**config.mk**
```make
export PLATFORM = sky130hd
export DESIGN_NAME = alu_slice_seq
export DESIGN_NICKNAME = d
export VERILOG_FILES = /design/src/rtl/alu_slice_seq.sv
export SDC_FILE = /design/constraint.sdc
export NUM_CORES = 1
export LEC_CHECK = 0
export BUFFER_PORTS_ARGS = -buffer_cell sky130_fd_sc_hd__buf_2
export CAP_MARGIN = 0
export CORE_ASPECT_RATIO = 0.5
export CORE_UTILIZATION = 35
export DETAILED_ROUTE_END_ITERATION = 8
export SKIP_LAST_GASP = 1
export SYNTH_ARGS = -nofsm -noshare
export SYNTH_HDL_FRONTEND = slang
export SYNTH_SLANG_ARGS = --single-unit
```
**constraint.sdc**
```tcl
create_clock -name clk -period 4.1 [get_ports clk]
set_input_delay 0.615 -clock clk [delete_from_list [all_inputs] [get_ports clk]]
set_output_delay 0.615 -clock clk [all_outputs]
set_load 0.05 [all_outputs]
```
**src/rtl/alu_slice_seq.sv**
```systemverilog
// Multicycle 74181-compatible ALU: evaluates one SLICE_W-bit slice per clock, LSB first,
// chaining slices through a registered ripple carry. Carry pins are active-low.
module alu_slice_seq #(
  parameter int WIDTH   = 16,
  parameter int SLICE_W = 4
) (
  input  logic             clk,
  input  logic             rst,
  input  logic             in_valid,
  output logic             in_ready,
  input  logic [WIDTH-1:0] a,
  input  logic [WIDTH-1:0] b,
  input  logic             Cin,
  input  logic             mode,
  input  logic [3:0]       sel,
  output logic             out_valid,
  input  logic             out_ready,
  output logic [WIDTH-1:0] result,
  output logic             Cout,
  output logic             zero
);

  localparam int N     = WIDTH / SLICE_W;
  localparam int CNT_W = (N > 1) ? $clog2(N) : 1;
  localparam logic [CNT_W-1:0] CNT_LAST = CNT_W'(N - 1);
  localparam logic [CNT_W-1:0] CNT_ONE  = CNT_W'(1);

  localparam logic [1:0] S_IDLE = 2'd0;
  localparam logic [1:0] S_BUSY = 2'd1;
  localparam logic [1:0] S_DONE = 2'd2;

  function automatic logic [SLICE_W-1:0] logic_f(input logic [SLICE_W-1:0] x,
                                                 input logic [SLICE_W-1:0] y,
                                                 input logic [3:0]         s);
    case (s)
      4'h0:    logic_f = ~x;
      4'h1:    logic_f = ~(x | y);
      4'h2:    logic_f = ~x & y;
      4'h3:    logic_f = {SLICE_W{1'b0}};
      4'h4:    logic_f = ~(x & y);
      4'h5:    logic_f = ~y;
      4'h6:    logic_f = x ^ y;
      4'h7:    logic_f = x & ~y;
      4'h8:    logic_f = ~x | y;
      4'h9:    logic_f = ~(x ^ y);
      4'hA:    logic_f = y;
      4'hB:    logic_f = x & y;
      4'hC:    logic_f = {SLICE_W{1'b1}};
      4'hD:    logic_f = x | ~y;
      4'hE:    logic_f = x | y;
      4'hF:    logic_f = x;
      default: logic_f = x;
    endcase
  endfunction

  // 74181 arithmetic is F = P + Q + carry with these per-bit generate terms.
  function automatic logic [SLICE_W-1:0] arith_p(input logic [SLICE_W-1:0] x,
                                                 input logic [SLICE_W-1:0] y,
                                                 input logic [3:0]         s);
    arith_p = x | (y & {SLICE_W{s[0]}}) | (~y & {SLICE_W{s[1]}});
  endfunction

  function automatic logic [SLICE_W-1:0] arith_q(input logic [SLICE_W-1:0] x,
                                                 input logic [SLICE_W-1:0] y,
                                                 input logic [3:0]         s);
    arith_q = (x & ~y & {SLICE_W{s[2]}}) | (x & y & {SLICE_W{s[3]}});
  endfunction

  logic [1:0]       state_q, state_d;
  logic [CNT_W-1:0] cnt_q, cnt_d;
  logic [WIDTH-1:0] a_q, a_d, b_q, b_d;
  logic             carry_q, carry_d;
  logic             mode_q, mode_d;
  logic [3:0]       sel_q, sel_d;
  logic [WIDTH-1:0] result_q, result_d;
  logic             cout_q, cout_d;
  logic             zero_q, zero_d;
  logic             in_ready_q, in_ready_d;
  logic             out_valid_q, out_valid_d;

  int unsigned      base_s;
  logic [SLICE_W-1:0] a_sl_s, b_sl_s, p_s, q_s, f_s;
  logic [SLICE_W:0]   sum_s;
  logic [WIDTH-1:0]   mask_s, merged_s;

  // Datapath for the slice selected by the counter.
  always_comb begin
    base_s   = SLICE_W * 32'(cnt_q);
    a_sl_s   = SLICE_W'(a_q >> base_s);
    b_sl_s   = SLICE_W'(b_q >> base_s);
    p_s      = arith_p(a_sl_s, b_sl_s, sel_q);
    q_s      = arith_q(a_sl_s, b_sl_s, sel_q);
    sum_s    = {1'b0, p_s} + {1'b0, q_s} + {{SLICE_W{1'b0}}, carry_q};
    if (mode_q) begin
      f_s = logic_f(a_sl_s, b_sl_s, sel_q);
    end else begin
      f_s = sum_s[SLICE_W-1:0];
    end
    mask_s   = WIDTH'({SLICE_W{1'b1}}) << base_s;
    merged_s = (result_q & ~mask_s) | ((WIDTH'(f_s) << base_s) & mask_s);
  end

  // Handshake FSM and next-state for every register.
  always_comb begin
    state_d     = state_q;
    cnt_d       = cnt_q;
    a_d         = a_q;
    b_d         = b_q;
    carry_d     = carry_q;
    mode_d      = mode_q;
    sel_d       = sel_q;
    result_d    = result_q;
    cout_d      = cout_q;
    zero_d      = zero_q;
    in_ready_d  = in_ready_q;
    out_valid_d = out_valid_q;
    case (state_q)
      S_IDLE: begin
        if (in_valid && in_ready_q) begin
          a_d        = a;
          b_d        = b;
          carry_d    = ~Cin;
          mode_d     = mode;
          sel_d      = sel;
          cnt_d      = {CNT_W{1'b0}};
          in_ready_d = 1'b0;
          state_d    = S_BUSY;
        end else begin
          state_d = S_IDLE;
        end
      end
      S_BUSY: begin
        result_d = merged_s;
        carry_d  = mode_q ? 1'b0 : sum_s[SLICE_W];
        if (cnt_q == CNT_LAST) begin
          state_d     = S_DONE;
          out_valid_d = 1'b1;
          zero_d      = (merged_s == {WIDTH{1'b0}});
          cout_d      = mode_q ? 1'b1 : ~sum_s[SLICE_W];
        end else begin
          cnt_d = cnt_q + CNT_ONE;
        end
      end
      S_DONE: begin
        if (out_ready) begin
          state_d     = S_IDLE;
          out_valid_d = 1'b0;
          in_ready_d  = 1'b1;
        end else begin
          state_d = S_DONE;
        end
      end
      default: begin
        state_d     = S_IDLE;
        in_ready_d  = 1'b1;
        out_valid_d = 1'b0;
      end
    endcase
  end

  // State registers; reset aborts any operation in flight.
  always_ff @(posedge clk or posedge rst) begin
    if (rst) begin
      state_q     <= S_IDLE;
      cnt_q       <= {CNT_W{1'b0}};
      a_q         <= {WIDTH{1'b0}};
      b_q         <= {WIDTH{1'b0}};
      carry_q     <= 1'b0;
      mode_q      <= 1'b0;
      sel_q       <= 4'h0;
      result_q    <= {WIDTH{1'b0}};
      cout_q      <= 1'b1;
      zero_q      <= 1'b1;
      in_ready_q  <= 1'b1;
      out_valid_q <= 1'b0;
    end else begin
      state_q     <= state_d;
      cnt_q       <= cnt_d;
      a_q         <= a_d;
      b_q         <= b_d;
      carry_q     <= carry_d;
      mode_q      <= mode_d;
      sel_q       <= sel_d;
      result_q    <= result_d;
      cout_q      <= cout_d;
      zero_q      <= zero_d;
      in_ready_q  <= in_ready_d;
      out_valid_q <= out_valid_d;
    end
  end

  assign in_ready  = in_ready_q;
  assign out_valid = out_valid_q;
  assign result    = result_q;
  assign Cout      = cout_q;
  assign zero      = zero_q;

endmodule

```
==> flow_summary.yaml, run 1 <==
sta:
  period_share: 0.935
  final_max_slew_viol_count: 0
  worst_clock_skew_ps: 4.53
  max_slew_margin: 0.398
  final-setup-viol-count: 0
  fin_setup_tns_ps: 0
  grt_setup_unrepaired: "no"
  fin_crit_ps: 3830
  fmax_mhz: 261
  tightest_slew_ps: 903
  hold_violations: 0
place:
  dp_hpwl_um: 7090
  port-buffer-count: 61
  place_area_um2: 4370
  routabilityCongestion: 0.892
logic_synthesis:
  ys_warn_count: 0
  synthFlopType: "dfrtp_1"
  yosysMostFrequentCell: "dfrtp_1"
  netlist_area_um2: 3920
  yosys.area.top_type: "dfrtp_1"
  synth_area_per_cell_um2: 10.7
  synth-edff-count: 0
  synth_top_area_share: 0.377
  async_reset_ff_frac: 1.00
  synth_cells: 367
  netlist_top_cells_count: "dfrtp_1, nand2_1, mux2_2"
  synth_area_leaders: "dfrtp_1, mux2_2, ha_1"
  ys_seq_area_frac: 0.397
  syn-num-nets: 437
  ys_types: 55
  ys_ff_latch: 62
cts:
  cts_sinks: 62
  cts_made_buffers: 9
  clk_latency_ps: 330
  cts_buffer_depth: 2
  clockRootBuffer: "clkbuf_16"
  h-tree-depth: 3
  clk_pin_slew_ps: 60
  cts_tree: "built"
  holdBufCountCts: 0
route:
  top_layer: "met4"
  routed_via_density: 5.42
  routed_wl_um: 9670
  wl_met1_um: 4870
  num_vias: 3118
  drc: 0
  avgRoutedWirePerCell_um: 16.8
  first_iter_violations: 257
  met3WireLength_um: 466
  ant_nets: 0
  firstDrtPassIters: 4
  dr_wl_met2_um: 4270
die:
  pin_count: 62
  fp.dieArea_um2: 11600
  core-area_um2: 10500
  rows: 26
  die_w_um: 152
  initial_core_util: 0.372
  die_height_um: 76.8
critical_path:
  crit_path_frequent_cell: "fa_1"
  critPathLaunch: "cnt_q[0]"
  setup.worst_path.class: "reg -> reg"
  r2r_slack_ps: 270
  max_stage_delay_ps: 430
  r2r-start: "cnt_q[0]"
  start_kind: "flip-flop"
  path_cells: "buf_4 -> mux4_2 -> ha_1 -> a22oi_1 -> fa_1 -> fa_1 -> xor2_1 -> o21ai_0 -> a311o_1 -> o31a_1 -> a311oi_1 -> o221ai_1 -> o41ai_2"
  crit_buf_inv: 1
  arrival_ps: 4060
  slowest_stage: "fa_1"
  cp.required_ps: 4330
  cp_max_fo: 7
  critPathTopFamily: "compound AO/OA/AOI/OAI gates"
  endpoint_kind: "flip-flop"
run:
  max_cap_viol_count: 0
final_layout:
  final_nets: 500
  final_core_util: 0.447
  diodes: 0
  fillCellCount: 1023
  layout-drive-gt1-share: 0.345
  fin_area_um2: 4710
  syn_to_final_growth_pct: 20.4
global_route:
  antenna_found_initial: 0
  grt_pass1_wl_um: 16200
  grt_max_degree: 43
  grt_pass1_vias: 2982
  grt_usage: 0.180
  gr-total-overflow: 0
min_path:
  hold_path_class: "in -> async"
run_status:
  status: "finished clean"
[routing by layer]
layer,up-vias,global-route usage
met1,1571,0.276
met4,0,0.0396
li1,1476,-
met2,67,0.255
met5,-,0
met3,4,0.0375
[registers in the layout, summed over array words and instances (netlist names)]
name	count
in_ready	1
zero	1
b_q	16
Cout	1
cnt_q	2
result	16
carry_q	1
mode_q	1
sel_q	4
state_q	2
a_q	16
out_valid	1
[kinds of logic (layout without fill, tap and decap cells)]
group / count (synthesis) / after routing / share of synthesized area
AND/OR/NAND/NOR: 97 / 97 / 0.125
AO/OA/AOI/OAI: 84 / 84 / 0.166
flip-flops: 62 / 62 / 0.397
multiplexers: 50 / 50 / 0.168
buffers and inverters: 44 / 112 / 0.0463
adder cells (fa/ha/maj): 28 / 28 / 0.0933
XOR/XNOR: 2 / 2 / 0.00447
[worst paths after layout]
check	end	cells after the start
worst max register to register	zero	13
max in group asynchronous	a_q[3]	3
worst max-delay path	zero	13
worst min-delay path	result[14]	2
worst min register to register	in_ready	2
min in group clk	in_ready	2
[layout by cell type, fill, tap and decap left out, drive strengths merged, types with 6 or more instances in the layout]
| cell | count |
|---|---|
| a21oi | 12 |
| a22o | 16 |
| a22oi | 6 |
| buf | 76 |
| clkbuf | 9 |
| dfrtp | 59 |
| ha | 26 |
| inv | 23 |
| mux2 | 36 |
| mux4 | 9 |
| nand2 | 38 |
| nand3 | 7 |
| nor2 | 15 |
| nor2b | 9 |
| o21ai | 13 |
[metrics by stage]
step / setup slack [ps] / hold slack, ps / cells
detailed placement: 135 / 481 / 554
global route: 85.3 / 445 / 575
finish: 266 / 425 / 575
CTS: 131 / 439 / 570
global placement: 268 / 467 / 554
floorplan: 77.8 / 475 / 367
[timing repair]
item,CTS,global route
gates resized for setup,0,2
buffers inserted,0,5
endpoints found under the setup margin,0,1
[cell type report]
type	instances	area (um2)	area share
Clock buffer	9	225	0.0478
Clock inverter	7	80.1	0.0170
Inverter	20	75.1	0.0159
Multi-Input combinational cell	261	2180	0.463
Sequential cell	62	1560	0.330
Tap cell	140	175	0.0372
Timing Repair Buffer	76	422	0.0895
Power of run 1 is not shown: default switching activity piles up to over one toggle a cycle in this logic, so the estimate is an artifact.
==> run 2: changes to the inputs <==
--- a/config.mk
+++ b/config.mk
@@ -7,9 +7,12 @@
 export LEC_CHECK = 0
 export BUFFER_PORTS_ARGS = -buffer_cell sky130_fd_sc_hd__buf_2
 export CAP_MARGIN = 0
+export CELL_PAD_IN_SITES_DETAIL_PLACEMENT = 1
+export CELL_PAD_IN_SITES_GLOBAL_PLACEMENT = 1
 export CORE_ASPECT_RATIO = 0.5
 export CORE_UTILIZATION = 35
 export DETAILED_ROUTE_END_ITERATION = 8
+export PLACE_DENSITY_LB_ADDON = 0.1
 export SKIP_LAST_GASP = 1
 export SYNTH_ARGS = -nofsm -noshare
 export SYNTH_HDL_FRONTEND = slang
==> flow_summary.yaml, run 2 (synthesis gave the netlist of run 1 again) <==
final_layout:
  fin_area_um2: 4670
  diodes: 0
  syn_to_final_growth_pct: 19.3
  final_common_cell: "buf_2"
  final_nets: 499
  final_cell_mix: "buf_2, dfrtp_1, nand2_1"
  layout-drive-gt1-share: 0.346
min_path:
  hold_path_class: "in -> async"
route:
  firstDrtPassIters: 4
  drc: 0
  num_vias: 3091
  avgRoutedWirePerCell_um: 19.4
  first_iter_violations: 142
  routed_via_density: 5.39
  routed_wl_um: 11100
  ant_nets: 0
cts:
  cts_sinks: 62
  cts_tree: "built"
  cts_buffer_depth: 2
  h-tree-depth: 3
  clk_pin_slew_ps: 50
  holdBufCountCts: 0
  clk_latency_ps: 330
  clockRootBuffer: "clkbuf_16"
  cts_made_buffers: 9
die:
  fp.dieArea_um2: 11600
  initial_core_util: 0.372
  core-area_um2: 10500
  die_height_um: 76.8
  die_w_um: 152
  rows: 26
  pin_count: 62
critical_path:
  endpoint_kind: "flip-flop"
  setup.worst_path.class: "reg -> reg"
  start_kind: "flip-flop"
  arrival_ps: 4170
  cp_max_fo: 4
  cp.required_ps: 4340
sta:
  fmax_mhz: 254
  final_max_slew_viol_count: 0
  fin_crit_ps: 3940
  worst_clock_skew_ps: 7.02
  final-setup-viol-count: 0
  fin_setup_tns_ps: 0
  hold_violations: 0
  tightest_slew_ps: 935
  period_share: 0.960
  max_slew_margin: 0.377
run_status:
  status: "finished clean"
global_route:
  grt_max_degree: 43
  grt_pass1_wl_um: 18800
  gr-total-overflow: 0
  antenna_found_initial: 0
  grt_pass1_vias: 3380
  grt_usage: 0.213
place:
  dp_hpwl_um: 8450
  routabilityCongestion: 0.908
  port-buffer-count: 61
  place_area_um2: 4360
run:
  max_cap_viol_count: 0
-- run 2: cell types whose count changed in the layout (fill, tap and decap cells not counted), sizes merged --
cell / before / now
inv: 23 / 20
clkbuf: 9 / 10
buf: 76 / 75
bufinv: 1 / 0
clkinv: 1 / 4
-- run 2: worst max-delay path, stage by stage (launching register included) --
cell and delay, ps:
dfrtp_1 360, mux4_2 600, inv_2 130, ha_1 180, a22oi_1 80, fa_1 430, fa_1 420, xor2_1 170
o21ai_0 100, a311o_1 340, o31a_1 330, a311oi_2 200, o221ai_1 170, o41ai_2 330
-- run 2: per-layer routing --
layer  vias to the layer above  wire length (um)  share of wire  track usage
met1                      1566              5680           0.51        0.300
met5                         -                 0              0            0
met2                        50              5010           0.45        0.327
li1                       1469                 -              -            -
met3                         6               388          0.035       0.0577
met4                         0                56         0.0050       0.0436
-- run 2: path summary, 6_finish.rpt --
path	slack [ps]	endpoint	startpoint	depth (start not counted)
setup / recovery	160	zero	cnt_q[0]	13
hold / removal	330	b_q[11]	rst	2
setup reg to reg	160	zero	cnt_q[0]	13
hold reg to reg	480	in_ready	in_ready	2
max in group asynchronous	2850	Cout	rst	3
min in group clk	450	in_ready	in_valid	2
-- run 2: area by class of cell --
| cell class | instances | area, um2 |
|---|---|---|
| well taps | 140 | 175 |
| flip-flops and latches | 62 | 1560 |
| inverters | 20 | 75.1 |
| clock inverters | 6 | 38.8 |
| repair buffers | 75 | 410 |
| fillers | 1196 | 5870 |
| multi-input cells | 261 | 2190 |
| clock buffers | 10 | 229 |
-- run 2: timing repair --
item,in CTS,in global routing
setup endpoints to repair,0,1
buffers inserted,0,5
resized for setup,0,3
-- run 2: per-stage QoR --
step,hold WS (ps),util,cells,setup slack (ps)
after detailed placement,473,0.414,553,84.6
after global placement,462,0.414,553,216
after global routing,377,0.443,574,-13.7
after CTS,341,0.439,569,92.0
final,329,0.443,574,164
after floorplan,475,-,367,77.8
Power of run 2 is left out for the same reason.
